==> src/rtl/bus_arbiter.sv <==
// Two-master, three-slave bus controller: round-robin arbitration, one-hot slave decode,
// single valid pulse per transfer, ready wait with timeout, registered ack/err/rdata returns.
module bus_arbiter #(
  parameter int unsigned TIMEOUT = 16
) (
  input  logic        clk,
  input  logic        rst,
  input  logic        m1_req,
  input  logic        m1_mode,
  input  logic [15:0] m1_addr,
  input  logic [7:0]  m1_wdata,
  output logic [7:0]  m1_rdata,
  output logic        m1_ack,
  output logic        m1_err,
  input  logic        m2_req,
  input  logic        m2_mode,
  input  logic [15:0] m2_addr,
  input  logic [7:0]  m2_wdata,
  output logic [7:0]  m2_rdata,
  output logic        m2_ack,
  output logic        m2_err,
  output logic        s_mode,
  output logic [15:0] s_addr,
  output logic [7:0]  s_wdata,
  output logic        s_valid,
  output logic [2:0]  s_sl,
  input  logic [7:0]  s_rdata0,
  input  logic [7:0]  s_rdata1,
  input  logic [7:0]  s_rdata2,
  input  logic [2:0]  s_ready
);

  localparam logic [1:0] StIdle  = 2'd0;
  localparam logic [1:0] StIssue = 2'd1;
  localparam logic [1:0] StWait  = 2'd2;
  localparam logic [1:0] StResp  = 2'd3;

  localparam logic [7:0] TimeoutLast = 8'(TIMEOUT - 1);

  logic [1:0]  state_q, state_d;
  logic        owner_q, owner_d;        // 0 = M1, 1 = M2
  logic        last_gnt_q, last_gnt_d;
  logic [7:0]  timer_q, timer_d;
  logic        mode_q, mode_d;
  logic [15:0] addr_q, addr_d;
  logic [7:0]  wdata_q, wdata_d;
  logic        valid_q, valid_d;
  logic [2:0]  sl_q, sl_d;
  logic [7:0]  m1_rdata_q, m1_rdata_d, m2_rdata_q, m2_rdata_d;
  logic        m1_ack_q, m1_ack_d, m2_ack_q, m2_ack_d;
  logic        m1_err_q, m1_err_d, m2_err_q, m2_err_d;

  logic        gnt_m2;
  logic        g_mode;
  logic [15:0] g_addr;
  logic [7:0]  g_wdata;
  logic [2:0]  g_sel;
  logic [7:0]  rdata_sel;
  logic        ready_sel;
  logic        done, fail, upd_rd;

  // M2 wins when it is the only requester, or on a tie when M1 was served last.
  assign gnt_m2  = m2_req & (~m1_req | ~last_gnt_q);
  assign g_mode  = gnt_m2 ? m2_mode  : m1_mode;
  assign g_addr  = gnt_m2 ? m2_addr  : m1_addr;
  assign g_wdata = gnt_m2 ? m2_wdata : m1_wdata;

  always_comb begin
    case (g_addr[12:11])
      2'b00:   g_sel = 3'b001;
      2'b01:   g_sel = 3'b010;
      2'b10:   g_sel = 3'b100;
      default: g_sel = 3'b000;
    endcase
  end

  always_comb begin
    case (sl_q)
      3'b001:  rdata_sel = s_rdata0;
      3'b010:  rdata_sel = s_rdata1;
      3'b100:  rdata_sel = s_rdata2;
      default: rdata_sel = 8'h00;
    endcase
  end

  assign ready_sel = |(s_ready & sl_q);

  always_comb begin
    state_d    = state_q;
    owner_d    = owner_q;
    last_gnt_d = last_gnt_q;
    timer_d    = timer_q;
    mode_d     = mode_q;
    addr_d     = addr_q;
    wdata_d    = wdata_q;
    valid_d    = 1'b0;
    sl_d       = sl_q;
    done       = 1'b0;
    fail       = 1'b0;
    upd_rd     = 1'b0;
    case (state_q)
      StIdle: begin
        if (m1_req | m2_req) begin
          owner_d = gnt_m2;
          mode_d  = g_mode;
          addr_d  = g_addr;
          wdata_d = g_wdata;
          if (g_sel != 3'b000) begin
            sl_d    = g_sel;
            valid_d = 1'b1;
            state_d = StIssue;
          end else begin
            // Unmapped: complete with error without touching any slave.
            done    = 1'b1;
            fail    = 1'b1;
            state_d = StResp;
          end
        end
      end
      StIssue: begin
        timer_d = 8'd0;
        state_d = StWait;
      end
      StWait: begin
        if (ready_sel) begin
          done    = 1'b1;
          upd_rd  = ~mode_q;
          state_d = StResp;
        end else if (timer_q == TimeoutLast) begin
          done    = 1'b1;
          fail    = 1'b1;
          state_d = StResp;
        end else begin
          timer_d = timer_q + 8'd1;
        end
      end
      StResp: begin
        sl_d       = 3'b000;
        last_gnt_d = owner_q;
        state_d    = StIdle;
      end
      default: state_d = StIdle;
    endcase
    m1_ack_d   = done & ~owner_d;
    m2_ack_d   = done & owner_d;
    m1_err_d   = fail & ~owner_d;
    m2_err_d   = fail & owner_d;
    m1_rdata_d = (upd_rd & ~owner_d) ? rdata_sel : m1_rdata_q;
    m2_rdata_d = (upd_rd & owner_d)  ? rdata_sel : m2_rdata_q;
  end

  always_ff @(posedge clk) begin
    if (rst) begin
      state_q    <= StIdle;
      owner_q    <= 1'b0;
      last_gnt_q <= 1'b1;
      timer_q    <= 8'd0;
      mode_q     <= 1'b0;
      addr_q     <= 16'h0000;
      wdata_q    <= 8'h00;
      valid_q    <= 1'b0;
      sl_q       <= 3'b000;
      m1_rdata_q <= 8'h00;
      m2_rdata_q <= 8'h00;
      m1_ack_q   <= 1'b0;
      m2_ack_q   <= 1'b0;
      m1_err_q   <= 1'b0;
      m2_err_q   <= 1'b0;
    end else begin
      state_q    <= state_d;
      owner_q    <= owner_d;
      last_gnt_q <= last_gnt_d;
      timer_q    <= timer_d;
      mode_q     <= mode_d;
      addr_q     <= addr_d;
      wdata_q    <= wdata_d;
      valid_q    <= valid_d;
      sl_q       <= sl_d;
      m1_rdata_q <= m1_rdata_d;
      m2_rdata_q <= m2_rdata_d;
      m1_ack_q   <= m1_ack_d;
      m2_ack_q   <= m2_ack_d;
      m1_err_q   <= m1_err_d;
      m2_err_q   <= m2_err_d;
    end
  end

  assign s_mode   = mode_q;
  assign s_addr   = addr_q;
  assign s_wdata  = wdata_q;
  assign s_valid  = valid_q;
  assign s_sl     = sl_q;
  assign m1_rdata = m1_rdata_q;
  assign m2_rdata = m2_rdata_q;
  assign m1_ack   = m1_ack_q;
  assign m2_ack   = m2_ack_q;
  assign m1_err   = m1_err_q;
  assign m2_err   = m2_err_q;

endmodule
==> config.mk <==
export PLATFORM = sky130hd
export DESIGN_NAME = bus_arbiter
export DESIGN_NICKNAME = d
export VERILOG_FILES = /design/src/rtl/bus_arbiter.sv
export SDC_FILE = /design/constraint.sdc
export NUM_CORES = 1
export LEC_CHECK = 0
export BUFFER_PORTS_ARGS = -buffer_cell sky130_fd_sc_hd__buf_2
export CORE_UTILIZATION = 53
export CTS_BUF_LIST = sky130_fd_sc_hd__clkbuf_8
export DETAILED_ROUTE_END_ITERATION = 16
export GPL_TIMING_DRIVEN = 0
export MAX_ROUTING_LAYER = met4
export PLACE_DENSITY = 0.88
export SYNTH_ARGS = -nofsm -noshare
export SYNTH_HDL_FRONTEND = slang
export SYNTH_SLANG_ARGS = --single-unit
export TNS_END_PERCENT = 5
==> constraint.sdc <==
create_clock -name clk -period 3.6 [get_ports clk]
set_input_delay 0.18 -clock clk [delete_from_list [all_inputs] [get_ports clk]]
set_output_delay 0.18 -clock clk [all_outputs]
set_load 0.02 [all_outputs]
---- After elaboration in Yosys (flattened, before gate mapping) ----
Index checks and enable logic that the tools add are counted.
Widths: inputs -> output; s select.
cells by class
  order comparisons ....................... 0
  eq/ne operators ......................... 14
  bitwise gates (word level) .............. 16
  reductions and logical operators ........ 11
  shift-type cells ........................ 0
  mux-type cells .......................... 28
  divide/modulo/power cells ............... 0
  multipliers ............................. 0
  add/subtract/negate cells ............... 1
operators by type and width
  operator             count
  $mux 8               3
  $pmux 8 s3           1
  $mux 16              1
  $pmux 8 s2           1
  $mux 1               11
  $pmux 3 s3           1
  $add 8x1->8 const B  1
  $eq 8x4->1 const B   1
  $mux 2               4
  $ne 2x2->1 const B   4
  $pmux 2 s4           1
  $and 1x1->1          7
  $eq 2x2->1 const B   3
  $mux 3               2
  $not 1->1            6
  $pmux 3 s2           1
  $reduce_and 3->1     2
  $reduce_or 3->1      2
  $eq 2x1->1 const B   2
  $logic_not 2->1      2
  $pmux 1 s2           2
  $reduce_and 2->1     2
  $reduce_bool 2->1    2
  $and 3x3->3          1
  6 further kinds      7
storage, ports and cells
  bits in latches ......................... 0
  ROM bits ................................ 0
  memory bits (writable) .................. 0
  register bits ........................... 61
  output and inout port bits .............. 49
  memories ................................ 0

---- Depth between registers and ports, before layout ----
  depth in word-level cells ............... 11
  depth in mapped cells ................... 8
  gate-level depth less buffers ........... 6

---- Worst setup path before layout ----
No wires, ideal clock.
  kind .................................... register -> register
  start point ............................. reg state_q[0]
  end point ............................... reg m1_rdata_q[7] (netlist: m1_rdata[7])
  data arrival time ....................... 1693 ps
  required time ........................... 3514 ps
  buffers on the path ..................... 2
  path slack .............................. 1822 ps
  clock period less this slack ............ 1778 ps
  cell stages (with the launch flop) ...... 9
  setup time .............................. 86 ps
  cells stage by stage .................... dfxtp_1 > inv_1 > ha_1 > buf_4 > nand2b_1 > a2111oi_4 > buf_4 > nor2_1 > a211oi_1
on the way
  word-level cells in the longest chain between the ends .. 4
RTL lines
  item                    RTL line  source
  from (decl)             40        logic [1:0] state_q, state_d;
  from (signal assigned)  154       state_q <= StIdle;
  from (signal assigned)  170       state_q <= state_d;
  $logic_not 2->1         101       case (state_q)
  $mux 1                  101
  $not 1->1               148       m1_rdata_d = (upd_rd & ~owner_d) ? rdata_sel : m1_rdata_q;
  $and 1x1->1 *           148
  to (signal assigned)    179       m1_rdata_q <= m1_rdata_d;
  to (decl)               49        logic [7:0] m1_rdata_q, m1_rdata_d, m2_rdata_q, m2_rdata_d;
Every way passes the cells marked *; elsewhere a longest branch is shown, timed or not.
A chain may end at the register's enable or synchronous reset.

---- Worst setup path in the final report ----
  start point ............................. reg state_q[1]
  end point ............................... reg addr_q[0] (netlist: s_addr[0])
on the way
  word-level cells in the longest chain between the ends .. 2
RTL lines
  item                        RTL line  source
  $logic_not 2->1             101
  $reduce_and 2->1 (no line)  n/a
  to (signal assigned)        175       addr_q <= addr_d;
  to (decl)                   45        logic [15:0] addr_q, addr_d;
Every way passes these cells.

==> run summary <==
EDFF count, synth: 0
Hold crit path type: input port to flop
Average routed wire per standard cell: 14.6 µm
Worst path required time: 3810 ps
Leakage: 1.73 nW
RSZ-0062 raised after global routing: no
Full die area: 5900 µm²
Final TNS setup: 0 ps
Post-layout minimum cycle time: 2100 ps
Worst reg-to-reg path cell count: 7
RePlAce Congestion: 0.874
Post-CTS Setup Bufs: 0
Worst Max-Slew Pin Slew: 599 ps
Post-Syn Nets: 410
H-tree levels: 3
Synth Flop Type: dfxtp_1
Synth area leader: dfxtp_1
DR iter-0 viols: 195
Grt ovf: 0
Worst Slack Setup Final: 1500 ps
Largest net degree at the start of global routing: 12
Leading cell type in the layout, fill and taps excluded: buf_2
Max Slew Vio Count: 0
Slew HR: 59.9%
Synth Area per Inst: 9.19 µm²
Net count, final: 549
Number of global-route vias before repair: 2,869
Period utilization: 58.5%
Setup crit end kind: flop
Final Hold Viols: 0
I/O Buffers: 128
CTS max path bufs: 2
Mapped cell area: 2970 µm²
Synth warnings: 0
Via count: 2,977
Die X: 76.8 µm
DP Worst Slack: 1510 ps
Final HPWL DP: 5860 µm
CTS clk-pin slew, worst paths: 70 ps
Initial Utilization: 56.7%
CTS sink cnt: 61
Synth top area share: 41.1%
DRC viols: 0
Synth cell types: 50
Commonest non-fill, non-tap cells in the layout: buf_2, dfxtp_1, nor2_1
Die height: 76.8 µm
Core ar.: 5240 µm²
Layout cells sized above 1: 35.3%
Root Buffer: clkbuf_8
CTS tree: built
Hold path depth: 3
Routed wire length: 7850 µm
Outcome: completed
Final setup viols: 0
Max-cap violations: 0
Clk Latency, worst-skew pair: 340 ps
First-pass detailed-route iteration total: 5
CTS Buf Count: 9
Critical path type: flop to flop
GRT Util Overall: 28.4%
Synthesis-to-layout area growth: 31.3%
Hold Buf Count CTS: 0
Synth Instances: 323
# IOs: 130
Seq/Total Area, Yosys: 41.1%
Fmax: 475 MHz
Initial antenna violation count: 0
Crit Path Max Fanout: 10
Number of diodes: 0
Pwr Total: 0.00260 W
Startpoint types: flop
Placed Cells incl. Taps: 521
Final clock skew: 6.09 ps
Detail Route Antenna Nets: 0
First-pass GRT wire length: 12,800 µm
Final non-filler cell total: 537
Peak supply drop: 0.399 mV
Resized cells post-CTS: 0
Synth top area cells: dfxtp_1, a211oi_1, mux2i_1
Pwr per Cell Area: 667 nW/µm²
Rows: 26
#FFs+latches synth: 61
Synth async-reset ratio: 0%
WP data arrival: 2310 ps
Vias per inst: 5.54
[area by class of cell]
class,count,area (µm²)
buffer,23,120
clock buffer,10,138
clock inverter,6,62.6
fill,393,1340
inverter,6,22.5
multi-input combinational,233,1600
sequential,61,1220
tap,70,87.6
timing repair buffer,128,641
[cells in the mapped netlist (all sizes together), types with 2 or more instances]
library cell and instances:
dfxtp 61, nor2 46, a211oi 40, mux2i 27
nand2 17, o21ai 14, a21oi 13, buf 12
clkbuf 11, a22oi 8, nand3b 8, ha 6
nor3 6, inv 5, nand2b 4, xor2 4
and2 3, and3 3, nand4 3, o2111ai 3
a21boi 2, a21o 2, a221oi 2, nand3 2
or3 2, xnor2 2
[stage by stage]
stage / hold slack, ps / area, µm² / util [%]
2_1_floorplan: 414 / 2970 / -
3_3_place_gp: 463 / 3700 / 70.6
3_5_place_dp: 462 / 3700 / 70.6
4_1_cts: 168 / 3900 / 74.4
5_1_grt: 179 / 3900 / 74.4
6_report: 174 / 3900 / 74.4
[registers in the layout, summed over array words and instances (netlist names), 2 cells and up]
name / cells
timer_q: 8
s_wdata: 8
s_addr: 16
m1_rdata: 8
state_q: 2
m2_rdata: 8
s_sl: 3
[per-layer routing]
metal	vias to the layer above	GRT usage, %	routed length [µm]
met5	-	-	0
met4	0	12.3	231
met3	24	8.69	452
met2	109	47.8	3960
met1	1384	30.7	3200
li1	1460	-	-
[worst max-delay path, stage by stage, from the launching register on]
cell	delay, ps
dfxtp_1	330
inv_1	120
ha_1	280
buf_2	250
nor2b_1	220
buf_2	250
buf_1	380
a211oi_1	140
[logic make-up (layout without fill, tap and decap cells)]
group / count (synthesis) / in the layout / synth area share, %
mux: 28 / 28 / 9.49
flops: 61 / 61 / 41.1
xor+xnor: 6 / 6 / 1.77
fa+ha+maj: 6 / 6 / 2.53
simple gates: 99 / 99 / 16.7
compound gates: 94 / 94 / 23.6
buf+inv: 29 / 173 / 4.81
[worst paths after layout]
| path | from | to | slack [ps] |
|---|---|---|---|
| max | state_q[1] | s_addr[0] | 1500 |
| min | m1_addr[14] | s_addr[14] | 170 |
| max reg2reg | state_q[1] | s_addr[0] | 1500 |
| min reg2reg | s_addr[11] | s_addr[11] | 490 |
[report_power, final]
part,switching (W),internal [W],total [W]
Clock,0.000273,0.000335,0.000608
Combinational,0.000702,0.000388,0.00109
Sequential,0.0000772,0.000822,0.000899
Total,0.00105,0.00154,0.00260
No activity file was read; power rests on OpenSTA's default activity.
